==> config.mk <==
export PLATFORM = sky130hd
export DESIGN_NAME = disk_point_arbiter
export DESIGN_NICKNAME = d
export VERILOG_FILES = /design/src/rtl/disk_ctrl_pkg.sv /design/src/rtl/rr_arbiter.sv /design/src/rtl/disk_point_arbiter.sv
export SDC_FILE = /design/constraint.sdc
export NUM_CORES = 1
export LEC_CHECK = 0
export BUFFER_PORTS_ARGS = -buffer_cell sky130_fd_sc_hd__buf_2
export CORE_UTILIZATION = 43
export CTS_CLUSTER_SIZE = 25
export DETAILED_ROUTE_END_ITERATION = 16
export GPL_TIMING_DRIVEN = 1
export PLACE_DENSITY = 0.87
export SYNTH_ARGS = -nofsm -noshare
export SYNTH_HDL_FRONTEND = slang
export SYNTH_SLANG_ARGS = --single-unit
==> constraint.sdc <==
create_clock -name clk -period 3.4 [get_ports clk]
set_clock_uncertainty 0.1 [all_clocks]
set_input_delay 0.68 -clock clk [delete_from_list [all_inputs] [get_ports clk]]
set_output_delay 0.68 -clock clk [all_outputs]
set_load 0.01 [all_outputs]
==> src/rtl/disk_ctrl_pkg.sv <==
// rtl/disk_ctrl_pkg.sv - shared types, widths and round-robin search for the disk point arbiter
package disk_ctrl_pkg;

  localparam int COORD_W = 32;
  localparam int SEED_W  = 32;
  localparam int CNT_W   = 16;
  localparam int MAX_REQ = 16;
  localparam int IDX_W   = 4;

  typedef enum logic [2:0] {
    IDLE,
    RESEED,
    ISSUE,
    WAIT,
    RESP
  } state_t;

  // First set bit of req[0..n-1] searching upward from ptr+1 with wrap-around.
  function automatic logic [IDX_W-1:0] rr_next(input logic [MAX_REQ-1:0] req,
                                               input logic [IDX_W-1:0]   ptr,
                                               input int                 n);
    logic [IDX_W-1:0] g;
    logic             found;
    int               idx;
    g     = '0;
    found = 1'b0;
    for (int k = 1; k <= MAX_REQ; k++) begin
      idx = int'(ptr) + k;
      if (idx >= n) idx = idx - n;
      if (k <= n && !found && req[IDX_W'(idx)]) begin
        g     = IDX_W'(idx);
        found = 1'b1;
      end
    end
    return g;
  endfunction

endpackage

==> src/rtl/rr_arbiter.sv <==
// rtl/rr_arbiter.sv - combinational round-robin grant; pointer state lives in the parent
module rr_arbiter
  import disk_ctrl_pkg::*;
#(
  parameter int NUM_REQ = 4,
  parameter int ID_W    = $clog2(NUM_REQ)
) (
  input  logic [NUM_REQ-1:0] req,
  input  logic [ID_W-1:0]    ptr,
  output logic [NUM_REQ-1:0] grant,
  output logic [ID_W-1:0]    grant_idx,
  output logic               any_req
);

  always_comb begin
    any_req   = |req;
    grant_idx = ID_W'(rr_next(MAX_REQ'(req), IDX_W'(ptr), NUM_REQ));
    grant     = any_req ? (NUM_REQ'(1) << grant_idx) : '0;
  end

endmodule

==> src/rtl/disk_point_arbiter.sv <==
// rtl/disk_point_arbiter.sv - round-robin sharing of one disk_32bit point generator
module disk_point_arbiter
  import disk_ctrl_pkg::*;
#(
  parameter int  NUM_REQ        = 4,
  localparam int ID_W           = $clog2(NUM_REQ),
  parameter int  TIMEOUT_CYCLES = 64
) (
  input  logic                  clk,
  input  logic                  rst_n,
  input  logic [NUM_REQ-1:0]    req_valid,
  input  logic [NUM_REQ-1:0]    req_reseed,
  input  logic [32*NUM_REQ-1:0] req_seed,
  output logic [NUM_REQ-1:0]    req_ready,
  output logic                  resp_valid,
  input  logic                  resp_ready,
  output logic [ID_W-1:0]       resp_id,
  output logic [31:0]           resp_x,
  output logic [31:0]           resp_y,
  output logic                  resp_err,
  output logic                  gen_pop,
  output logic                  gen_reseed,
  output logic [31:0]           gen_seed,
  input  logic [31:0]           gen_x,
  input  logic [31:0]           gen_y,
  input  logic                  gen_valid,
  output logic [15:0]           served_cnt,
  output logic                  err_timeout
);

  localparam logic [CNT_W-1:0] TIMEOUT_LAST = CNT_W'(TIMEOUT_CYCLES - 1);
  localparam logic [ID_W-1:0]  PTR_RESET    = ID_W'(NUM_REQ - 1);

  state_t               state_q, state_d;
  logic [ID_W-1:0]      ptr_q, ptr_d, id_q, id_d;
  logic [COORD_W-1:0]   x_q, x_d, y_q, y_d;
  logic                 err_q, err_d, resp_valid_q, resp_valid_d;
  logic                 gen_pop_q, gen_pop_d, gen_reseed_q, gen_reseed_d;
  logic [SEED_W-1:0]    seed_q, seed_d;
  logic [CNT_W-1:0]     wait_cnt_q, wait_cnt_d, served_q, served_d;
  logic                 err_timeout_q, err_timeout_d;
  logic [NUM_REQ-1:0]   grant;
  logic [ID_W-1:0]      grant_idx;
  logic                 any_req;

  rr_arbiter #(.NUM_REQ(NUM_REQ), .ID_W(ID_W)) u_rr (
    .req       (req_valid),
    .ptr       (ptr_q),
    .grant     (grant),
    .grant_idx (grant_idx),
    .any_req   (any_req)
  );

  always_comb begin
    state_d       = state_q;
    ptr_d         = ptr_q;
    id_d          = id_q;
    x_d           = x_q;
    y_d           = y_q;
    err_d         = err_q;
    resp_valid_d  = resp_valid_q;
    gen_pop_d     = 1'b0;
    gen_reseed_d  = 1'b0;
    seed_d        = seed_q;
    wait_cnt_d    = wait_cnt_q;
    served_d      = served_q;
    err_timeout_d = err_timeout_q;
    req_ready     = '0;
    case (state_q)
      IDLE: begin
        if (any_req) begin
          req_ready = grant;
          id_d      = grant_idx;
          if (req_reseed[grant_idx]) begin
            seed_d       = req_seed[SEED_W*int'(grant_idx) +: SEED_W];
            gen_reseed_d = 1'b1;
            state_d      = RESEED;
          end else begin
            gen_pop_d = 1'b1;
            state_d   = ISSUE;
          end
        end
      end
      RESEED: begin
        gen_pop_d = 1'b1;
        state_d   = ISSUE;
      end
      ISSUE: begin
        wait_cnt_d = '0;
        state_d    = WAIT;
      end
      WAIT: begin
        // A point arriving on the final count still beats the timeout.
        if (gen_valid) begin
          x_d          = gen_x;
          y_d          = gen_y;
          err_d        = 1'b0;
          resp_valid_d = 1'b1;
          state_d      = RESP;
        end else if (wait_cnt_q == TIMEOUT_LAST) begin
          x_d           = '0;
          y_d           = '0;
          err_d         = 1'b1;
          err_timeout_d = 1'b1;
          resp_valid_d  = 1'b1;
          state_d       = RESP;
        end else begin
          wait_cnt_d = wait_cnt_q + 1'b1;
        end
      end
      RESP: begin
        if (resp_ready) begin
          resp_valid_d = 1'b0;
          ptr_d        = id_q;
          served_d     = served_q + 1'b1;
          state_d      = IDLE;
        end
      end
      default: state_d = IDLE;
    endcase
  end

  always_ff @(posedge clk or negedge rst_n) begin
    if (!rst_n) begin
      state_q       <= IDLE;
      ptr_q         <= PTR_RESET;
      id_q          <= '0;
      x_q           <= '0;
      y_q           <= '0;
      err_q         <= 1'b0;
      resp_valid_q  <= 1'b0;
      gen_pop_q     <= 1'b0;
      gen_reseed_q  <= 1'b0;
      seed_q        <= '0;
      wait_cnt_q    <= '0;
      served_q      <= '0;
      err_timeout_q <= 1'b0;
    end else begin
      state_q       <= state_d;
      ptr_q         <= ptr_d;
      id_q          <= id_d;
      x_q           <= x_d;
      y_q           <= y_d;
      err_q         <= err_d;
      resp_valid_q  <= resp_valid_d;
      gen_pop_q     <= gen_pop_d;
      gen_reseed_q  <= gen_reseed_d;
      seed_q        <= seed_d;
      wait_cnt_q    <= wait_cnt_d;
      served_q      <= served_d;
      err_timeout_q <= err_timeout_d;
    end
  end

  assign resp_valid  = resp_valid_q;
  assign resp_id     = id_q;
  assign resp_x      = x_q;
  assign resp_y      = y_q;
  assign resp_err    = err_q;
  assign gen_pop     = gen_pop_q;
  assign gen_reseed  = gen_reseed_q;
  assign gen_seed    = seed_q;
  assign served_cnt  = served_q;
  assign err_timeout = err_timeout_q;

endmodule

==> run_summary.xml <==
<?xml version="1.0" encoding="UTF-8"?>
<metrics>
  <group name="layout">
    <metric name="post-route-util" unit="%">63.19</metric>
    <metric name="share_of_final_layout_standard_cells_stronger_than_drive_strength_1" unit="%">44.69</metric>
    <metric name="num-nets-final" unit="">1253</metric>
    <metric name="area.growth.synth_to_final" unit="%">42.11</metric>
  </group>
  <group name="grt">
    <metric name="number_of_global_route_vias_before_repair" unit="">6200</metric>
    <metric name="globalRoute.totalOverflow" unit="">0</metric>
    <metric name="grt_antenna_before_repair" unit="">7</metric>
    <metric name="grt_first_pass_wirelength" unit="um">31360</metric>
    <metric name="grt_start_max_net_pins" unit="">83</metric>
    <metric name="grt_util_all_layers" unit="%">24.39</metric>
  </group>
  <group name="logic_synthesis">
    <metric name="synth.top_cells.by_area" unit="">sky130_fd_sc_hd__dfrtp_1 48%, sky130_fd_sc_hd__mux2i_1 14%, sky130_fd_sc_hd__nand2_1 7.9%</metric>
    <metric name="yosys.area.top_type_share" unit="%">48.36</metric>
    <metric name="synth.most_common_cell" unit="">sky130_fd_sc_hd__nand2_1</metric>
    <metric name="ys_top_cells_by_count" unit="">150 x sky130_fd_sc_hd__nand2_1, 138 x sky130_fd_sc_hd__dfrtp_1, 101 x sky130_fd_sc_hd__mux2i_1</metric>
    <metric name="synth_seq_area_share" unit="%">49.10</metric>
    <metric name="yosys_warnings" unit="">0</metric>
    <metric name="netlist_area" unit="mm2">0.007141</metric>
    <metric name="synth_fp_nets" unit="">893</metric>
    <metric name="synth.distinct_cells" unit="">52</metric>
    <metric name="synth_largest_area_cell" unit="">sky130_fd_sc_hd__dfrtp_1</metric>
    <metric name="post_syn_area_per_cell" unit="um2">10.47</metric>
    <metric name="synthArstFlopShare" unit="%">100.0</metric>
    <metric name="synth_cells" unit="">682</metric>
    <metric name="synth_seq_cells" unit="">140</metric>
    <metric name="synth-main-ff-cell" unit="">sky130_fd_sc_hd__dfrtp_1</metric>
    <metric name="synth-edff-count" unit="">0</metric>
  </group>
  <group name="placed_design">
    <metric name="pre_cts_ws" unit="ns">-0.1444</metric>
    <metric name="portBuffers" unit="">326</metric>
    <metric name="gp_routability_congestion" unit="">0.9070</metric>
    <metric name="detailedPlacementHpwl" unit="um">16050</metric>
  </group>
  <group name="setup_path">
    <metric name="critical_path_cell_by_cell" unit="">inv_4 -&gt; ha_4 -&gt; mux2i_2 -&gt; o22ai_1 -&gt; or4_4 -&gt; o31a_4 -&gt; buf_12 -&gt; nor3b_2 -&gt; buf_2</metric>
    <metric name="cpMaxStageDelayCell" unit="">sky130_fd_sc_hd__dfstp_2</metric>
    <metric name="cp_max_fo" unit="">5</metric>
    <metric name="cp_data_required_time" unit="ns">2.62</metric>
    <metric name="timing.critical_path.to_type" unit="">primary output</metric>
    <metric name="timing.critical_path.from_type" unit="">flip-flop</metric>
    <metric name="critical_path.max_stage_delay" unit="ns">0.59</metric>
    <metric name="critPathKind" unit="">flip-flop to primary output</metric>
    <metric name="timing.critical_path.arrival" unit="ns">2.97</metric>
  </group>
  <group name="clocking">
    <metric name="tritoncts_clock_tree" unit="">yes</metric>
    <metric name="h-tree-depth" unit="">4</metric>
    <metric name="ctsHoldBuffers" unit="">0</metric>
    <metric name="tritoncts_num_sinks" unit="">140</metric>
    <metric name="insertion_delay" unit="ns">0.41</metric>
    <metric name="clock_path_buffers" unit="">2</metric>
    <metric name="clockRootBuffer" unit="">sky130_fd_sc_hd__clkbuf_16</metric>
    <metric name="clkTransAtPathRegs" unit="ns">0.05</metric>
    <metric name="cts_buffers" unit="">17</metric>
  </group>
  <group name="sta">
    <metric name="slew_headroom" unit="%">49.29</metric>
    <metric name="min_period_over_period" unit="%">110.2</metric>
    <metric name="finalHoldViolations" unit="">0</metric>
    <metric name="setup_slack" unit="ns">-0.3471</metric>
    <metric name="final-setup-viol-count" unit="">39</metric>
    <metric name="worst_hold_slack" unit="ns">0.2161</metric>
    <metric name="achievable-frequency" unit="MHz">266.9</metric>
    <metric name="tightestPinTransition" unit="ns">0.7606</metric>
    <metric name="finalWorstPathRequiredPeriod" unit="ns">3.747</metric>
    <metric name="setup_repair_after_global_routing_missed_its_margin" unit="">yes</metric>
    <metric name="report.final.slew_viol_count" unit="">0</metric>
  </group>
  <group name="die">
    <metric name="die_w" unit="um">130.9</metric>
    <metric name="chipHeight" unit="um">130.9</metric>
    <metric name="std_cell_rows" unit="">46</metric>
    <metric name="dieArea" unit="mm2">0.01713</metric>
    <metric name="fp.coreArea" unit="mm2">0.01606</metric>
    <metric name="floorplan.initialDensity" unit="%">44.47</metric>
    <metric name="boundaryPins" unit="">327</metric>
  </group>
  <group name="routing">
    <metric name="detail_route.first_pass.iterations" unit="">4</metric>
    <metric name="met2_wirelength" unit="um">10940</metric>
    <metric name="route.top_layer_used" unit="">met4</metric>
    <metric name="dr_wl_met3" unit="um">1225</metric>
    <metric name="dr_total_vias" unit="">6492</metric>
    <metric name="antenna_left" unit="">0</metric>
    <metric name="route.detailed.drc" unit="">0</metric>
    <metric name="met1_length" unit="um">8500</metric>
    <metric name="drt_first_iter_violations" unit="">338</metric>
    <metric name="routed_wire_per_std_cell" unit="um">16.77</metric>
    <metric name="drt_wl_total" unit="um">21380</metric>
    <metric name="post_drt_via_cell_ratio" unit="">5.092</metric>
  </group>
  <group name="power">
    <metric name="power_per_cell_area" unit="mW/mm2">1080</metric>
    <metric name="vdd_drop_max" unit="mV">0.9715</metric>
    <metric name="total_power" unit="mW">10.96</metric>
    <metric name="p_leak" unit="nW">5.417</metric>
  </group>
  <group name="status">
    <metric name="outcome" unit="">finished with violations</metric>
    <metric name="violations" unit="">negative setup slack</metric>
  </group>
  <group name="hold_path">
    <metric name="timing.hold.worst.class" unit="">primary input to asynchronous set/reset pin</metric>
  </group>
  <group name="job">
    <metric name="timing.max_cap.violations" unit="">0</metric>
  </group>
</metrics>
report_power, final:
| part | switching, mW | leakage (nW) | internal, mW |
|---|---|---|---|
| Combinational | 3.07 | 3.38 | 3.34 |
| Clock | 0.697 | 0.271 | 1.11 |
| Sequential | 0.417 | 1.77 | 2.32 |
per-stage QoR:
stage | setup TNS (ns) | cell area [um2] | cells
after floorplan | -2.461 | 7179 | 682
after global placement | -2.231 | 9300 | 1226
after CTS | -11.06 | 10090 | 1269
final | -7.575 | 10150 | 1275
after global routing | -10.29 | 10150 | 1275
after detailed placement | -4.195 | 9300 | 1226
worst paths after layout:
kind,startpoint,slack (ns),endpoint,depth (start not counted)
worst max-delay path,ptr_q[0]$_DFFE_PN1P_,-0.35,req_ready[3],9
max in group asynchronous,rst_n,2.17,resp_x[27]$_DFFE_PN0P_,2
worst min register to register,err_timeout$_DFFE_PN0P_,0.36,err_timeout$_DFFE_PN0P_,1
min in group clk,err_timeout$_DFFE_PN0P_,0.36,err_timeout$_DFFE_PN0P_,1
worst max register to register,ptr_q[0]$_DFFE_PN1P_,-0.26,gen_seed[4]$_DFFE_PN0P_,12
worst min-delay path,rst_n,0.22,resp_y[10]$_DFFE_PN0P_,1
per-layer routing:
layer  up-vias  track usage (%)
met1      3093            28.13
met3        44            5.090
li1       3082                -
met2       273            42.51
met4         0            13.05
met5         -                0
what timing repair did:
action                                  CTS  global route
resized for setup                        16            11
endpoints found under the setup margin   38            40
cloned                                    2             0
buffers inserted                         10             2
pin swaps                                 7             5
cell families after synthesis:
kind of cell / share of synthesized area, %
flops: 49.10
fa+ha+maj: 1.227
mux: 21.61
compound gates: 7.360
buf+inv: 3.452
simple gates: 13.95
xor+xnor: 3.312
sequential cells by signal, indices dropped and copies added, names as in the netlist, 2 cells and up:
signal,count
ptr_q,2
served_cnt,16
resp_x,32
state_q,3
wait_cnt_q,16
resp_id,2
resp_y,32
gen_seed,32
area by class of cell:
type / instances / area (um2)
Fill cell: 1269 / 5911
Clock inverter: 10 / 117.6
Clock buffer: 21 / 460.4
Multi-Input combinational cell: 496 / 3541
Timing Repair Buffer: 381 / 2215
Antenna cell: 5 / 12.51
Tap cell: 216 / 270.3
Sequential cell: 140 / 3506
Inverter: 6 / 25.02
critical path: cells and delay by family (launching register included):
family	cells	cell delay [ns]
multiplexers	1	0.24
AO/OA/AOI/OAI	2	0.50
buffers and inverters	3	0.34
adder cells (fa/ha/maj)	1	0.29
AND/OR/NAND/NOR	2	0.59
flip-flops	1	0.59
layout by cell type, fill, tap and decap left out, types with 3 or more instances in the layout:
| cell type | count |
|---|---|
| sky130_fd_sc_hd__o21ai_0 | 30 |
| sky130_fd_sc_hd__a21oi_1 | 5 |
| sky130_fd_sc_hd__a21o_1 | 4 |
| sky130_fd_sc_hd__nand3_1 | 9 |
| sky130_fd_sc_hd__clkbuf_16 | 17 |
| sky130_fd_sc_hd__xor2_1 | 14 |
| sky130_fd_sc_hd__ha_1 | 5 |
| sky130_fd_sc_hd__mux2i_1 | 99 |
| sky130_fd_sc_hd__clkinvlp_4 | 4 |
| sky130_fd_sc_hd__diode_2 | 5 |
| sky130_fd_sc_hd__buf_12 | 10 |
| sky130_fd_sc_hd__xnor2_1 | 13 |
| sky130_fd_sc_hd__o22ai_1 | 4 |
| sky130_fd_sc_hd__and3_1 | 6 |
| sky130_fd_sc_hd__mux2i_2 | 3 |
| sky130_fd_sc_hd__or3_1 | 3 |
| sky130_fd_sc_hd__buf_6 | 6 |
| sky130_fd_sc_hd__dfrtp_1 | 138 |
| sky130_fd_sc_hd__or4_1 | 3 |
| sky130_fd_sc_hd__nand4_1 | 7 |
| sky130_fd_sc_hd__inv_1 | 3 |
| sky130_fd_sc_hd__nand2_1 | 150 |
| sky130_fd_sc_hd__o21ai_1 | 40 |
| sky130_fd_sc_hd__nor2_1 | 25 |
| sky130_fd_sc_hd__nor4_1 | 3 |
| sky130_fd_sc_hd__buf_2 | 325 |
| sky130_fd_sc_hd__nor3_1 | 4 |
| sky130_fd_sc_hd__buf_4 | 39 |
| sky130_fd_sc_hd__mux2_4 | 33 |
(Power assumes the default switching activity.)
